### src/rtl/projectile_engine.sv
// Per-frame projectile manager: spawns on fire, walks all slots once per vsync, checks the tile map.
// Optional PROJ_HIT_COUNT_EN adds per-player saturating wall-break counters on hit_count.
module projectile_engine #(
  parameter int PLAYERS    = 2,
  parameter int SLOTS      = 4,
  parameter int MAP_COLS   = 20,
  parameter int MAP_ROWS   = 15,
  parameter int TILE_SHIFT = 5,
  parameter int SPEED      = 4,
  parameter int COORD_W    = 10,
  localparam int ADDR_W    = $clog2(MAP_COLS*MAP_ROWS)
) (
  input  logic                             Clk,
  input  logic                             Reset,
  input  logic                             frame_clk,
  input  logic [PLAYERS-1:0]               fire,
  input  logic [PLAYERS*COORD_W-1:0]       fire_x,
  input  logic [PLAYERS*COORD_W-1:0]       fire_y,
  input  logic [PLAYERS*2-1:0]             fire_dir,
  output logic [ADDR_W-1:0]                map_rd_addr,
  input  logic [2:0]                       map_rd_data,
  output logic                             map_wr_en,
  output logic [ADDR_W-1:0]                map_wr_addr,
  output logic [2:0]                       map_wr_data,
  output logic [PLAYERS*SLOTS-1:0]         proj_active,
  output logic [PLAYERS*SLOTS*COORD_W-1:0] proj_x,
  output logic [PLAYERS*SLOTS*COORD_W-1:0] proj_y,
  output logic [PLAYERS-1:0]               base_hit,
`ifdef PROJ_HIT_COUNT_EN
  output logic [PLAYERS*8-1:0]             hit_count,
  output logic                             busy
`else
  output logic                             busy
`endif
);
  localparam int N    = PLAYERS*SLOTS;
  localparam int SW   = (N > 1) ? $clog2(N) : 1;
  localparam int XMAX = MAP_COLS << TILE_SHIFT;
  localparam int YMAX = MAP_ROWS << TILE_SHIFT;

  typedef enum logic [2:0] {S_IDLE, S_SPAWN, S_MOVE, S_READ, S_WAIT, S_CHECK} state_t;
  state_t r_state, w_next;

  logic [2:0]                          r_fs;
  logic                                r_frame_pend;
  logic [PLAYERS-1:0]                  r_fire_pend;
  logic [PLAYERS-1:0][COORD_W-1:0]     r_fx, r_fy;
  logic [PLAYERS-1:0][1:0]             r_fdir;
  logic [N-1:0]                        r_act;
  logic [N-1:0][COORD_W-1:0]           r_x, r_y;
  logic [N-1:0][1:0]                   r_dir;
  logic [SW-1:0]                       r_slot;
  logic [ADDR_W-1:0]                   r_rd_addr, r_wr_addr;
  logic                                r_wr_en;
  logic [PLAYERS-1:0]                  r_base_hit;

  logic                                w_rise, w_cact, w_off, w_last, w_found;
  logic [COORD_W-1:0]                  w_cx, w_cy;
  logic [1:0]                          w_cd;
  logic [COORD_W:0]                    w_nx, w_ny;
  logic [ADDR_W-1:0]                   w_tile;
  logic [N-1:0]                        w_spawn;

  assign w_rise = r_fs[1] & ~r_fs[2];
  assign w_cact = r_act[r_slot];
  assign w_cx   = r_x[r_slot];
  assign w_cy   = r_y[r_slot];
  assign w_cd   = r_dir[r_slot];
  assign w_last = (r_slot == SW'(N-1));
  assign w_tile = ADDR_W'(w_cy >> TILE_SHIFT) * ADDR_W'(MAP_COLS) + ADDR_W'(w_cx >> TILE_SHIFT);

  always_comb begin
    w_nx = {1'b0, w_cx};
    w_ny = {1'b0, w_cy};
    case (w_cd)
      2'd0:    w_ny = w_ny - (COORD_W+1)'(SPEED);
      2'd1:    w_nx = w_nx + (COORD_W+1)'(SPEED);
      2'd2:    w_ny = w_ny + (COORD_W+1)'(SPEED);
      default: w_nx = w_nx - (COORD_W+1)'(SPEED);
    endcase
  end

  // Leaving the map on any side retires the slot without a map read.
  assign w_off = (w_cd == 2'd0 && w_cy < COORD_W'(SPEED)) ||
                 (w_cd == 2'd3 && w_cx < COORD_W'(SPEED)) ||
                 (w_nx >= (COORD_W+1)'(XMAX)) || (w_ny >= (COORD_W+1)'(YMAX));

  always_comb begin
    w_spawn = '0;
    w_found = 1'b0;
    for (int p = 0; p < PLAYERS; p++) begin
      w_found = 1'b0;
      for (int s = 0; s < SLOTS; s++)
        if (r_fire_pend[p] && !w_found && !r_act[p*SLOTS+s]) begin
          w_spawn[p*SLOTS+s] = 1'b1;
          w_found            = 1'b1;
        end
    end
  end

  always_ff @(posedge Clk or posedge Reset)
    if (Reset) r_state <= S_IDLE;
    else       r_state <= w_next;

  always_comb begin
    w_next = r_state;
    case (r_state)
      S_IDLE:  if (r_frame_pend) w_next = S_SPAWN;
      S_SPAWN: w_next = S_MOVE;
      S_MOVE:  if (w_cact && !w_off) w_next = S_READ;
               else if (w_last)      w_next = S_IDLE;
      S_READ:  w_next = S_WAIT;
      S_WAIT:  w_next = S_CHECK;
      S_CHECK: w_next = w_last ? S_IDLE : S_MOVE;
      default: w_next = S_IDLE;
    endcase
  end

  always_ff @(posedge Clk or posedge Reset)
    if (Reset) begin
      r_fs <= '0; r_frame_pend <= 1'b0; r_fire_pend <= '0;
      r_fx <= '0; r_fy <= '0; r_fdir <= '0;
      r_act <= '0; r_x <= '0; r_y <= '0; r_dir <= '0; r_slot <= '0;
      r_rd_addr <= '0; r_wr_addr <= '0; r_wr_en <= 1'b0; r_base_hit <= '0;
    end else begin
      r_fs    <= {r_fs[1:0], frame_clk};
      r_wr_en <= 1'b0;
      // A new edge always wins over the clear so overrun edges are never lost.
      if (w_rise)                r_frame_pend <= 1'b1;
      else if (r_state == S_IDLE) r_frame_pend <= 1'b0;
      for (int p = 0; p < PLAYERS; p++)
        if (fire[p]) begin
          r_fire_pend[p] <= 1'b1;
          r_fx[p]        <= fire_x[p*COORD_W +: COORD_W];
          r_fy[p]        <= fire_y[p*COORD_W +: COORD_W];
          r_fdir[p]      <= fire_dir[p*2 +: 2];
        end else if (r_state == S_SPAWN) r_fire_pend[p] <= 1'b0;
      case (r_state)
        S_SPAWN:
          for (int k = 0; k < N; k++)
            if (w_spawn[k]) begin
              r_act[k] <= 1'b1;
              r_x[k]   <= r_fx[k/SLOTS];
              r_y[k]   <= r_fy[k/SLOTS];
              r_dir[k] <= r_fdir[k/SLOTS];
            end
        S_MOVE:
          if (w_cact && !w_off) begin
            r_x[r_slot] <= w_nx[COORD_W-1:0];
            r_y[r_slot] <= w_ny[COORD_W-1:0];
          end else begin
            r_act[r_slot] <= 1'b0;
            r_slot        <= w_last ? '0 : r_slot + 1'b1;
          end
        S_READ: r_rd_addr <= w_tile;
        S_CHECK: begin
          if (map_rd_data != 3'd0) r_act[r_slot] <= 1'b0;
          if (map_rd_data == 3'd2) begin
            r_wr_en   <= 1'b1;
            r_wr_addr <= r_rd_addr;
          end
          if (map_rd_data == 3'd3) r_base_hit[0] <= 1'b1;
          if (map_rd_data == 3'd4) r_base_hit[1] <= 1'b1;
          r_slot <= w_last ? '0 : r_slot + 1'b1;
        end
        default: ;
      endcase
    end

`ifdef PROJ_HIT_COUNT_EN
  localparam int PW = (PLAYERS > 1) ? $clog2(PLAYERS) : 1;
  logic [PLAYERS-1:0][7:0] r_hits;
  logic [PW-1:0]           w_owner;
  assign w_owner = PW'(r_slot / SW'(SLOTS));

  always_ff @(posedge Clk or posedge Reset)
    if (Reset) r_hits <= '0;
    else if (r_state == S_CHECK && map_rd_data == 3'd2 && r_hits[w_owner] != 8'hFF)
      r_hits[w_owner] <= r_hits[w_owner] + 8'd1;

  assign hit_count = r_hits;
`endif

  assign busy        = (r_state != S_IDLE);
  assign map_rd_addr = r_rd_addr;
  assign map_wr_en   = r_wr_en;
  assign map_wr_addr = r_wr_addr;
  assign map_wr_data = 3'd0;
  assign proj_active = r_act;
  assign proj_x      = r_x;
  assign proj_y      = r_y;
  assign base_hit    = r_base_hit;
endmodule

### config.mk
export PLATFORM = sky130hd
export DESIGN_NAME = projectile_engine
export DESIGN_NICKNAME = d
export VERILOG_FILES = /design/src/rtl/projectile_engine.sv
export SDC_FILE = /design/constraint.sdc
export NUM_CORES = 1
export LEC_CHECK = 0
export ABC_CLOCK_PERIOD_IN_PS = 7100
export BUFFER_PORTS_ARGS = -buffer_cell sky130_fd_sc_hd__clkbuf_2
export CORE_UTILIZATION = 40
export CTS_BUF_LIST = sky130_fd_sc_hd__clkbuf_2
export CTS_CLUSTER_SIZE = 28
export DETAILED_ROUTE_END_ITERATION = 8
export GPL_ROUTABILITY_DRIVEN = 0
export PLACE_DENSITY_LB_ADDON = 0.12
export SLEW_MARGIN = 20
export SYNTH_ARGS = -nofsm -noshare
export SYNTH_HDL_FRONTEND = slang
export SYNTH_SLANG_ARGS = --single-unit
### constraint.sdc
create_clock -name Clk -period 7.1 [get_ports Clk]
set_clock_uncertainty 0.15 [all_clocks]
set_input_delay 0.355 -clock Clk [delete_from_list [all_inputs] [get_ports Clk]]
set_output_delay 0.355 -clock Clk [all_outputs]
set_load 0.005 [all_outputs]
* Word level (Yosys, flattened, before mapping) *
Cells that the tools add are included.

cells by class
  bitwise logic cells = 4
  reduce and logical (&&, ||, !) cells = 76
  muxes and demuxes = 74
  order comparisons = 6
  add/subtract/negate cells = 6
  equality and inequality tests = 25
  multipliers = 1

operator list
  cell                                                                 count
  one-hot mux 80 bit (2 select lines)                                  2
  2-to-1 mux 10 bit                                                    19
  bitwise mux 80 bit                                                   2
  2-to-1 mux 80 bit                                                    2
  binary-select mux 10 bit (select 3 bit)                              2
  one-hot mux 11 bit (2 select lines)                                  2
  AND reduction 4 bit                                                  8
  demux 10 bit (select 3 bit)                                          1
  2-to-1 mux 1 bit                                                     29
  AND reduction 2 bit                                                  13
  != test 2 bit, second input constant                                 12
  one-hot mux 8 bit (3 select lines)                                   1
  AND reduction 3 bit                                                  8
  adder 10 x 3 -> 11 bit, second input constant                        2
  subtractor 10 x 3 -> 11 bit, second input constant                   2
  < comparator 10 x 3 -> 1 bit, second input constant                  2
  logical AND 1 bit                                                    18
  one-hot mux 3 bit (6 select lines)                                   1
  2-to-1 mux 8 bit                                                     2
  logical NOT 1 bit                                                    15
  2-to-1 mux 3 bit                                                     5
  equality test 3 x 2 -> 1 bit, second input constant                  4
  equality test 3 bit, second input constant                           4
  greater-or-equal comparator 11 x 10 -> 1 bit, second input constant  1
  25 further kinds                                                     35

word-level totals
  output and inout port bits = 193
  bits in registers = 261
  bits of input ports = 52

* Longest topological paths before layout *
Gate-level depths: netlist (run 1).

  depth after elaboration = 17
  gate-level depth with buffers = 19
  mapped depth without buffers = 15

* Worst setup path before layout (run 1) *
No wires, ideal clock.

  path kind = reg-to-reg
  start point = register r_slot[0]
  end point = register r_x (netlist bit proj_x[70])
  data arrival time = 3.735 ns
  slack = 3.090 ns
  library setup time = 0.125 ns
  path buffers = 3
  stages on the path, launching flop included = 16
  cell sequence = dfrtp_1 > buf_6 > buf_6 > mux4_2 > mux2i_2 > inv_1 > ha_1 > inv_1 > a311oi_1 > a32oi_1 > xnor2_2 > o2111ai_1 > o211a_4 > a31oi_4 > buf_4 > mux2_2

on the way
  cells in the longest elaborated chain, start to end = 12
  elaborated cells between the ends (all ways) = 40

ends and longest elaborated chain
  what                                                                  RTL line  source
  from (decl)                                                           52        logic [SW-1:0] r_slot;
  from (signal assigned)                                                153       r_slot <= w_last ? '0 : r_slot + 1'b1;
  from (signal assigned)                                                164       r_slot <= w_last ? '0 : r_slot + 1'b1;
  branches (longest 12 deep; another with subtractor 10 x 3 -> 11 bit)  n/a
  to (signal, indexed assignment)                                       143       r_x[k] <= r_fx[k/SLOTS];
  to (signal, indexed assignment)                                       149       r_x[r_slot] <= w_nx[COORD_W-1:0];
  to (decl)                                                             50        logic [N-1:0][COORD_W-1:0] r_x, r_y;

Several ways; the timed one is not identified. The select of a mux whose other input is x is not followed.
A chain may end at the register's enable or synchronous reset.

* Final worst setup path (run 1) *
  start point = register r_slot[0]
  end point = register r_y (netlist bit proj_y[57])

on the way
  cells in the longest elaborated chain, start to end = 12
  elaborated cells between the ends (all ways) = 40

ends and longest elaborated chain
  what                                                                  RTL line  source
  branches (longest 12 deep; another with subtractor 10 x 3 -> 11 bit)  n/a
  to (signal, indexed assignment)                                       144       r_y[k] <= r_fy[k/SLOTS];
  to (signal, indexed assignment)                                       150       r_y[r_slot] <= w_ny[COORD_W-1:0];
  to (decl)                                                             50

Several ways; the timed one is not identified. The select of a mux whose other input is x is not followed.

==> results.txt, run 1 <==
- Clock group share of total power: 12.4%
- Final Hold Violating Endpoints: 0
* Slowest stage delay, CP: 0.88 ns
* Root buffer cell: sky130_fd_sc_hd__clkbuf_2
- The finished cells cover 17900 um2.
- Vias per cell: 5.99
* Post-DR wirelength/cell: 25.3 um
- Summed over all nets, the switching power comes to 4.96 mW.
- Final setup violation count: 0
- Each instance of the synthesized netlist takes up on average 10.6 um2.
- In the synthesized netlist the async set-or-reset flop fraction comes to 100%.
- Antenna Violating Nets Remaining: 0
- The mapped netlist covers 14400 um2.
- Area growth, synth to finish: 24.7%
* Worst-margin pin slew: 1.15 ns
* Seq/Total Area, Yosys: 45.4%
- Worst path slowest cell: sky130_fd_sc_hd__dfrtp_2
* Total number of vias: 13500
- The worst register-to-register path begins at r_slot[0].
* Max H-tree Level: 3
- For this configuration, the core starts out at a cell density of 40.5%.
- After layout, the design draws a total of 9.59 mW.
- In the post-route analysis, the smallest setup slack over all paths is 1.54 ns.
- Die X-Extent: 192 um
* Highest metal layer with signal wires: met4
- Of the total power, registers draw 28.8%.
- Worst hold start: fire_x[19]
- After detailed routing, the number of remaining DRC violations is 0.
- Number of CTS-inserted buffers: 74
- The path with the worst hold slack has its endpoint at r_fx[19].
- The share of total power dissipated in combinational logic is 58.8%.
- Clock tree from TritonCTS: done
- Top_reg_cell synth: sky130_fd_sc_hd__dfrtp_1
- The detailed router put a total of 22900 um of wire on met1.
- Core Footprint: 35500 um2
* Met3 routed WL: 4770 um
* Routed wl met2: 26200 um
- The commonest cells after synthesis are sky130_fd_sc_hd__dfrtp_1, sky130_fd_sc_hd__nand2_1, sky130_fd_sc_hd__mux2_2, sky130_fd_sc_hd__inv_1, sky130_fd_sc_hd__o21ai_0.
* Worst reg-to-reg setup slack: 1.54 ns
- Critical path, cell by cell: buf_12 > mux4_2 > mux2i_1 > inv_1 > ha_1 > inv_1 > a311oi_1 > a32oi_1 > xnor2_2 > o2111ai_1 > o211ai_4 > buf_4 > o31ai_4 > buf_4 > mux2_1
- Clock Tree Buf Depth: 3
* RSZ-0062 raised after global routing: no
* Worst-path maximum fanout: 30
* Net count, final: 1811
- Estimated wirelength of the detail-placed design: 40300 um
- After layout, the worst path uses 78.3% of the clock period.
* Hold-critical path depth: 3
* Biggest area consumer among synthesized cells: sky130_fd_sc_hd__dfrtp_1
- For this run, the top clock speed supported by timing is 0.180 GHz.
- End of the worst register-to-register path: proj_y[57]
- Worst endpoint data arrival time: 6.22 ns
- Number of distinct standard cells referenced by the synthesized netlist: 84
- Setup TNS: 0 ns
* Post-Place Setup Slack: 1.59 ns
- Required time of the critical path: 7.76 ns
* Die outline height: 192 um
- Cells with a size suffix above 1 make up 32.5% of the layout.
* Insertion delay to the later sink of the worst-skew pair: 0.97 ns
* Switching Fraction: 51.8%
- Post-Synthesis Cells: 1352
- For the worst flop-to-flop path, the logic depth is 15.
- Biggest area contributors in the synthesized netlist: sky130_fd_sc_hd__dfrtp_1, sky130_fd_sc_hd__mux2_2, sky130_fd_sc_hd__nand2_1
- The number of max-slew violations in the final report came to 0.
- Kind of critical path: register to register
- Count leader, synth: sky130_fd_sc_hd__dfrtp_1
- # clock sinks: 261
- The Yosys step of the flow raised 0 warnings.
- Total of max-cap violations: 0
* Initial antenna violation count: 1
- The routed design could run at a clock period as short as 5.56 ns.
- Detailed Routing Iterations Pass 1: 7
- Type of origin of the critical path: register
* Post-detailed-routing wire length: 57100 um
- Of the post-synthesis cell area, the dominant cell type holds 45.4%.
* Violation count after the first detailed-route iteration: 1414
- Number of global-route vias before repair: 13300
- The number of gates resized after CTS was 0.
- After clock tree synthesis, the clock-pin slew on the worst setup and hold paths is 0.11 ns.
* Number of flip-flops and latches in the synthesized netlist: 261
- Total global-route track usage: 31.6%
- Row generation in the floorplan step produced 69 rows.
- DIE AREA: 36700 um2
* Peak ir drop on the vdd network: 484 uV
- Standard cell area after detailed placement: 16100 um2
- Entering global routing, the biggest net connects 158 pins.
- 245 I/O pins were placed.
* Worst Setup End Kind: register
- For this run the aggregate overflow at the end of global routing stands at 0.
- In this run, synthesis inferred 0 flip-flops with an integrated enable.
- Leak pwr: 8.43 nW
- In this run the tightest slew margin relative to its limit is 23.2%.
- During placement, the flow inserted port buffers numbering 241.
- Internal power comes to 4.62 mW.
* Status: finished clean
* Power density of the placed cells: 535 nW/um2
- The first global-routing pass estimated 85200 um of wire.
- Class of the most critical hold timing path: input pin to register
-- power groups by stage --
stage          Combinational [mW]  Sequential [mW]  Clock (mW)
5_1_grt                      6.01             2.80        1.30
4_1_cts                      5.54             2.75        1.22
3_3_place_gp                 5.39             2.79           0
2_1_floorplan                3.56             2.43           0
6_report                     5.64             2.76        1.19
3_5_place_dp                 5.45             2.77           0
-- kinds of logic (layout without fill, tap and decap cells) --
family	count (synthesis)	after routing	share of synthesized area, %
AOI/OAI and AO/OA	334	334	19.4
xor gates and xnor gates	22	22	1.39
adders and majority gates	17	17	1.58
buffers and inverters	172	616	5.45
DFF	261	261	45.4
muxes	150	150	13.6
other	1	4	0.0261
and+or+nand+nor	395	395	13.1
-- through the flow --
step | hold WS [ns] | cells | utilization, %
after global placement | 0.188 | 2011 | 45.3
final | 0.0651 | 2260 | 50.5
after CTS | 0.000458 | 2258 | 50.5
after floorplan | 0.181 | 1354 | -
after detailed placement | 0.192 | 2011 | 45.3
after global routing | 0.0235 | 2260 | 50.5
-- worst max-delay path by stage --
stage               depth (start not counted)       from  slack, ns    endpoint
finish                                     15  r_slot[0]       1.54  proj_y[57]
detailed placement                         14  r_slot[0]       1.59  proj_x[19]
global route                               15  r_slot[0]       1.29  proj_y[57]
CTS                                        14  r_slot[0]       1.57  proj_x[19]
floorplan                                  15  r_slot[0]       3.09  proj_x[70]
global placement                           14  r_slot[0]       1.72  proj_x[19]
-- cell type report --
type | instances | area (um2)
Timing Repair Buffer | 400 | 2720
Multi-Input combinational cell | 921 | 7080
Tap cell | 461 | 577
Inverter | 84 | 319
Clock inverter | 20 | 138
Antenna cell | 1 | 2.50
Sequential cell | 261 | 6530
Clock buffer | 112 | 561
Fill cell | 3346 | 17600
-- layout by cell type, fill, tap and decap left out, types with 10 or more instances in the layout --
master,n
sky130_fd_sc_hd__a21oi_1,19
sky130_fd_sc_hd__a221o_1,29
sky130_fd_sc_hd__a221oi_1,14
sky130_fd_sc_hd__a2bb2oi_1,19
sky130_fd_sc_hd__a31oi_1,12
sky130_fd_sc_hd__and2_1,39
sky130_fd_sc_hd__buf_4,41
sky130_fd_sc_hd__clkbuf_2,353
sky130_fd_sc_hd__clkinv_1,11
sky130_fd_sc_hd__dfrtp_1,259
sky130_fd_sc_hd__dlygate4sd3_1,116
sky130_fd_sc_hd__ha_1,15
sky130_fd_sc_hd__inv_1,81
sky130_fd_sc_hd__mux2_2,95
sky130_fd_sc_hd__mux2i_1,21
sky130_fd_sc_hd__mux4_2,24
sky130_fd_sc_hd__nand2_1,199
sky130_fd_sc_hd__nand3_1,23
sky130_fd_sc_hd__nand4_1,10
sky130_fd_sc_hd__nor2_1,41
sky130_fd_sc_hd__nor2b_1,12
sky130_fd_sc_hd__nor3_1,19
sky130_fd_sc_hd__o21ai_0,63
sky130_fd_sc_hd__o221a_2,15
sky130_fd_sc_hd__o221ai_1,38
sky130_fd_sc_hd__o41ai_1,28
sky130_fd_sc_hd__xnor2_1,16
-- critical path: cells and delay by family (launching register included) --
family          cells  cell delay (ns)
compound gates      5             1.56
flops               1             0.88
xor+xnor            1             0.24
buf+inv             5             1.14
fa+ha+maj           1             0.23
mux                 3             1.19
-- routing by layer --
metal,GRT usage (%),vias to the layer above
met5,0,-
met4,18.8,0
met3,7.40,172
met2,48.1,771
met1,41.0,6751
li1,-,5851
-- sequential cells by signal, indices dropped and copies added, names as in the netlist --
signal and flops:
r_fdir 4, r_state 3, r_frame_pend 1, base_hit 2, r_fs 3, proj_y 80
map_wr_addr 9, r_dir 16, r_fx 20, r_fy 20, map_rd_addr 9, proj_active 8
r_fire_pend 2, map_wr_en 1, r_slot 3, proj_x 80
-- what timing repair did --
action / 4_1_cts / 5_1_grt
endpoints found under the hold margin: 103 / 1
setup endpoints to repair: 0 / 0
hold buffers: 115 / 1
setup buffers: 0 / 0
No activity file was read; power rests on OpenSTA's default activity.
==> run 2, diff against run 1 <==
ABC_CLOCK_PERIOD_IN_PS = 5400   (was 7100)
clock period = 5.4 ns   (was 7.1 ns; I/O delays follow)
==> run 2 against run 1 <==
Against the previous run: count of clock-buffer cells in the layout shrank 7; routed wire length decreased by 0.13%; sequential cell count did not move; combinational power grew 36%; sequential share of layout area is 0.83 points lower; core utilization increased by 1.2 points; power grew 33%; first-iteration DRC count stayed put; design area rose by 2.3%; die area unchanged; largest cell class unchanged; largest power group unchanged.
==> results.txt, run 2 (synthesized netlist as in run 1, its figures left out) <==
- The path class of the tightest hold or removal check is register to register.
- Insertion delay to the later sink of the worst-skew pair: 0.98 ns
- Estimated wirelength of the detail-placed design: 41300 um
- Entering global routing, the biggest net connects 153 pins.
* Family with the most delay on the worst path: compound AO/OA/AOI/OAI gates
- 245 I/O pins were placed.
- Type of origin of the critical path: register
* Setup TNS: 0 ns
- The final layout contains routed wiring with a total length of 57000 um.
- Power density of the placed cells: 697 nW/um2
- The number of antenna violations at the first check in global routing came to 2.
- Net count, final: 1852
- Post-DR wirelength/cell: 24.8 um
- For this run, the slowest stage of the critical path takes 0.59 ns.
- Fraction of layout instances using a drive strength above 1: 32.2%
- Depth of the worst register-to-register path: 12
* Area growth, synth to finish: 27.6%
- Final setup violation count: 0
* Post-Place Setup Slack: 0.621 ns
* Commonest cells after routing, fill and taps aside: sky130_fd_sc_hd__clkbuf_2, sky130_fd_sc_hd__dfrtp_1, sky130_fd_sc_hd__nand2_1
* Violation count after the first detailed-route iteration: 1414
- Worst-path maximum fanout: 36
- Wire length of the first global-routing pass: 85200 um
- Peak ir drop on the vdd network: 463 uV
* Most common library cell in the layout ignoring fill and taps: sky130_fd_sc_hd__clkbuf_2
* Number of global-route vias before repair: 13500
- Time the final worst path needs with I/O delays and setup: 5.00 ns
- In the routed design, unresolved DRC markers number 0.
- For this configuration, the core starts out at a cell density of 40.5%.
- The total overflow left after global routing is 0.
- RSZ-0062 raised after global routing: no
- After floorplanning, the core was sized to cover 35500 um2.
* Worst endpoint data arrival time: 5.70 ns
* Number of CTS-inserted buffers: 75
* Vias per cell: 5.91
- Total power after layout: 12.8 mW
- Summed over all cells, the static leakage comes to 8.60 nW.
- The first detailed-routing pass took 5 iterations.
- The run finished with clean final reports.
* Relative slew slack: 17.9%
* Kind of critical path: register to register
- Number of input and output port buffers inserted: 241
- The detailed router placed 13600 vias in this run.
- On the critical path, the stage with the largest delay is an instance of sky130_fd_sc_hd__dfrtp_2.
* Depth of the critical timing path with buffers and inverters included: 12
* Die X-Extent: 192 um
- Antenna Violating Nets Remaining: 0
- At the worst endpoint, the required time is 6.10 ns.
* Total global-route track usage: 31.7%
- Count of buffer and inverter cells on the critical path: 3
* Root buffer cell: sky130_fd_sc_hd__clkbuf_2
- DIE AREA: 36700 um2
- STA classifies the critical path endpoint as a register.
- Max H-tree Level: 3
- The number of endpoints with negative hold slack in the final report is 0.
* Critical path, cell by cell: buf_12 > nor2b_1 > a221oi_1 > o21a_1 > inv_1 > nand4_1 > and3_1 > o2111ai_1 > o211a_4 > buf_4 > nand3_1 > o221ai_1
- At the pin with the least slew margin, the transition time is 1.22 ns.
- The number of max-slew violations in the final report came to 0.
- After floorplanning, the core was divided into 69 placement rows.
- Clock tree from TritonCTS: done
* Hold-critical path depth: 0
- The worst path uses 92.6% of the clock period.
* Clock transition time at the flip-flop clock pins of the worst setup and hold paths: 0.10 ns
- After layout, the worst setup slack is 0.399 ns.
- Across the run, the number of max-cap violations was 0.
- # clock sinks: 261
- Number of filler cells placed in the layout: 3293
- Clock Tree Buf Depth: 3
- Once the clock tree was built, the setup fixing pass inserted 0 buffers.
- Smallest hold slack: 0.204 ns
- In this run the vertical extent of the chip is 192 um.
- After the flow finishes, the layout carries non-filler instances totaling 2297.
- Peak clock frequency supported by timing: 0.200 GHz
- Instance count after placement with tap cells included: 2024
[run 2: changes by cell type in the layout (fill, tap and decap cells not counted), moves of 3 or more]
cell and delta:
sky130_fd_sc_hd__buf_12 +4, sky130_fd_sc_hd__clkbuf_2 -7, sky130_fd_sc_hd__dlygate4sd3_1 +27, sky130_fd_sc_hd__buf_4 +9, sky130_fd_sc_hd__clkinv_1 +3
[run 2: worst paths after layout]
| kind | start | to | slack (ns) |
|---|---|---|---|
| max reg2reg | r_slot[0] | proj_y[35] | 0.40 |
| max in group asynchronous | Reset | proj_y[45] | 3.22 |
| min | r_fs[0] | r_fs[1] | 0.20 |
| max | r_slot[0] | proj_y[35] | 0.40 |
| min reg2reg | r_fs[0] | r_fs[1] | 0.20 |
| min in group asynchronous | Reset | proj_active[6] | 0.52 |
[run 2: power by group]
part | switching, mW | internal [mW] | total (mW) | leakage [nW]
combinational | 4.72 | 2.93 | 7.65 | 4.84
clock | 0.889 | 0.666 | 1.55 | 0.523
sequential | 0.932 | 2.66 | 3.59 | 3.24
[run 2: what timing repair did]
item,CTS,global route
gates resized for setup,0,0
hold buffers,143,0
hold endpoints to repair,120,0
setup endpoints to repair,0,0
[run 2: area by class of cell]
| class | instances | area, um2 | share of cell area [%] |
|---|---|---|---|
| diodes | 2 | 5.00 | 0.0273 |
| clock buffers | 105 | 526 | 2.86 |
| clock inverters | 23 | 175 | 0.955 |
| inverters | 84 | 319 | 1.74 |
| multi-input cells | 921 | 7080 | 38.6 |
| flip-flops and latches | 261 | 6530 | 35.6 |
| well taps | 461 | 577 | 3.14 |
| repair buffers | 440 | 3130 | 17.1 |
[run 2: stage by stage]
| step | utilization (%) | instance area [um2] |
|---|---|---|
| global route | 51.7 | 18300 |
| floorplan | - | 14400 |
| global placement | 45.7 | 16200 |
| finish | 51.7 | 18300 |
| detailed placement | 45.7 | 16200 |
| CTS | 51.7 | 18300 |
[run 2: metal layers]
metal	vias to the layer above	share of wire [%]	wire length (um)	global-route usage, %
li1	5921	-	-	-
met1	6732	40	22900	40.8
met2	778	46	26500	49.7
met3	150	8.7	4940	7.45
met4	0	4.8	2760	16.5
met5	-	0	0	0
==> run 3, diff against run 2 <==
ABC_CLOCK_PERIOD_IN_PS = 4450   (was 5400)
CELL_PAD_IN_SITES_DETAIL_PLACEMENT = 1   (was not set)
CELL_PAD_IN_SITES_GLOBAL_PLACEMENT = 2   (was not set)
CORE_UTILIZATION = 34   (was 40)
clock period = 4.45 ns   (was 5.4 ns; I/O delays follow)
==> run 3 against run 2 <==
Against the previous run: clock power increased by 27%; non-clock buffer count grew 60; worst setup slack got worse by 0.25 ns; core utilization down 5.4 points; global-route usage is 1.2 points lower; critical path depth grew 1; combinational power increased by 39%; sequential share of layout area down 1.5 points; via count is 2.4% higher.
==> results.txt, run 3 (synthesized netlist as in run 1, its figures left out) <==
- Status: finished clean
- Portion of the clock cycle consumed by the worst path in the final layout: 96.6%
- Port buffering added 241 buffers.
- Total of max-cap violations: 0
- For this block, wires on met1 add up to 28200 um.
- Clock tree synthesis found a total of 261 sinks.
- Vias per cell: 5.71
- Worst Setup End Kind: register
- The number of global-route vias before repair came to 14800.
- Insertion delay to the later sink of the worst-skew pair: 1.04 ns
- I/O pin count: 245
- The clock passes through at most 3 buffers.
- Time the final worst path needs with I/O delays and setup: 4.30 ns
* Area growth, synth to finish: 33.1%
- Maximum number of pins on one net before global-route repair: 166
* Fraction of layout instances using a drive strength above 1: 34.9%
- In the layout the commonest cells are sky130_fd_sc_hd__clkbuf_2, sky130_fd_sc_hd__dfrtp_1, sky130_fd_sc_hd__nand2_1.
- Dividing total power by cell area gives a power density of 882 nW/um2.
* Number of CTS-inserted buffers: 76
* Post-detailed-routing wire length: 65200 um
- Class of the most critical hold timing path: input pin to async pin
- In this run the worst setup path begins at r_slot[0].
- Max H-tree Level: 3
* End of the worst register-to-register path: proj_y[79]
- Instance count after placement with tap cells included: 2145
* Max-slew violations: 0
* Estimated wirelength of the detail-placed design: 47200 um
- Final setup violation count: 0
- Standard cell area after detailed placement: 16800 um2
- Summing over every cut layer, the via total after detailed routing is 13900.
* Antenna Violating Nets Remaining: 0
* Setup crit end: proj_y[79]
- Highest metal layer with signal wires: met4
- Final standard cell count with taps included and fillers excluded: 2438
- Routed wl met2: 30900 um
* Initial antenna violation count: 2
- RSZ-0062 raised after global routing: no
- Die X-Extent: 208 um
* Total congestion overflow after global routing: 0
- Number of filler cells placed in the layout: 4715
- Relative slew slack: 28.1%
* Post-DR wirelength/cell: 26.7 um
* Worst endpoint data arrival time: 4.98 ns
- After detailed routing, the met3 layer carries 3590 um of wire.
- Worst reg-to-reg setup slack: 0.15 ns
- Total global-route track usage: 30.5%
* Violation count after the first detailed-route iteration: 909
* Wire length of the first global-routing pass: 97800 um
- Design Area, Final: 19100 um2
* Net count, final: 1913
- Most common library cell in the layout ignoring fill and taps: sky130_fd_sc_hd__clkbuf_2
- Effective utilization at floorplan: 34.8%
- The cell sitting at the root of the clock tree is a sky130_fd_sc_hd__clkbuf_2.
- The worst-case IR drop observed on VDD is 423 uV.
* Clock transition time at the flip-flop clock pins of the worst setup and hold paths: 0.13 ns
- DRC viols: 0
- Worst-path maximum fanout: 17
- For the worst setup path, the data required time is 5.14 ns.
- Detailed Routing Iterations Pass 1: 5
* Type of origin of the critical path: register
- Startpoint of the worst register-to-register path: r_slot[0]
* Clock tree from TritonCTS: done
- The floorplan step defined a core boundary enclosing 41300 um2.
- Kind of critical path: register to register
- Worst-margin pin slew: 1.08 ns
- For this design the static power due to leakage is 8.97 nW.
- Counting cells, the worst reg-to-reg path comes to 13.
- DIE AREA: 43100 um2
- Die outline height: 208 um
* Count of standard-cell rows: 74
- Peak clock frequency supported by timing: 0.233 GHz
- Final Hold Violating Endpoints: 0
run 3: cell types whose count changed in the layout (fill, tap and decap cells not counted), moves of 2 or more:
cell                            delta
sky130_fd_sc_hd__buf_12           +11
sky130_fd_sc_hd__buf_4            +45
sky130_fd_sc_hd__clkinv_1          +2
sky130_fd_sc_hd__mux2i_1           -2
sky130_fd_sc_hd__clkinvlp_4        +2
sky130_fd_sc_hd__mux2i_2           +2
sky130_fd_sc_hd__dlygate4sd3_1     +2
sky130_fd_sc_hd__clkbuf_2          +6
run 3: power by group:
group / leakage [nW] / total [mW] / internal [mW] / switching [mW]
logic: 5.19 / 10.6 / 4.21 / 6.35
clock network: 0.541 / 1.97 / 0.790 / 1.18
registers: 3.24 / 4.35 / 3.23 / 1.12
total: 8.97 / 16.9 / 8.23 / 8.65
run 3: final cells by class:
type / count / area [um2] / share of cell area [%]
Multi-Input combinational cell: 921 / 7130 / 37.3
Sequential cell: 261 / 6540 / 34.2
Timing Repair Buffer: 500 / 3750 / 19.6
Tap cell: 532 / 666 / 3.48
Clock buffer: 111 / 556 / 2.90
Inverter: 84 / 323 / 1.69
Clock inverter: 26 / 170 / 0.889
Antenna cell: 3 / 7.51 / 0.0392
run 3: timing repair:
| item | in CTS | in global routing |
|---|---|---|
| hold endpoints to repair | 328 | 0 |
| hold buffers | 145 | 0 |
| pin swaps | 0 | 2 |
| resized for setup | 2 | 10 |
| endpoints found under the setup margin | 3 | 93 |
| buffers inserted | 0 | 7 |
| cloned | 0 | 1 |
run 3: worst max-delay path, stage by stage (launching register included):
cell,delay (ns)
sky130_fd_sc_hd__dfrtp_2,0.49
sky130_fd_sc_hd__buf_4,0.18
sky130_fd_sc_hd__mux4_2,0.59
sky130_fd_sc_hd__mux2i_2,0.29
sky130_fd_sc_hd__inv_1,0.18
sky130_fd_sc_hd__nor2_1,0.22
sky130_fd_sc_hd__nand4_1,0.16
sky130_fd_sc_hd__a21oi_1,0.25
sky130_fd_sc_hd__o2111ai_2,0.24
sky130_fd_sc_hd__buf_4,0.20
sky130_fd_sc_hd__o211a_4,0.32
sky130_fd_sc_hd__a31oi_4,0.28
sky130_fd_sc_hd__buf_12,0.20
sky130_fd_sc_hd__mux2_2,0.35
run 3: worst min-delay path by stage:
| stage | endpoint | slack [ns] | depth (start not counted) |
|---|---|---|---|
| after detailed placement | r_fdir[1] | 0.03 | 2 |
| after global placement | r_fdir[1] | 0.03 | 2 |
| final | proj_x[25] | 0.14 | 4 |
| after CTS | proj_x[25] | 0.04 | 4 |
| after floorplan | r_fs[0] | 0.10 | 0 |
| after global routing | r_fx[7] | 0.08 | 4 |
run 3: per-stage QoR:
| step | setup TNS [ns] | hold WS (ns) | worst slack, ns | utilization (%) | power, mW |
|---|---|---|---|---|---|
| 2_1_floorplan | 0 | 0.104 | 0.440 | - | 9.56 |
| 3_5_place_dp | -0.0453 | 0.0343 | -0.0453 | 40.7 | 14.5 |
| 4_1_cts | 0 | 0.0430 | 0.0742 | 46.0 | 16.7 |
| 5_1_grt | 0 | 0.0753 | 0.00790 | 46.3 | 17.8 |
| 3_3_place_gp | 0 | 0.0319 | 0.000405 | 40.7 | 14.3 |
| 6_report | 0 | 0.135 | 0.153 | 46.3 | 16.9 |
run 3: metal layers:
metal	vias to the layer above	track usage (%)
met1	7175	40.7
met2	530	48.8
met5	-	0
met4	0	13.2
met3	128	5.30
li1	6080	-
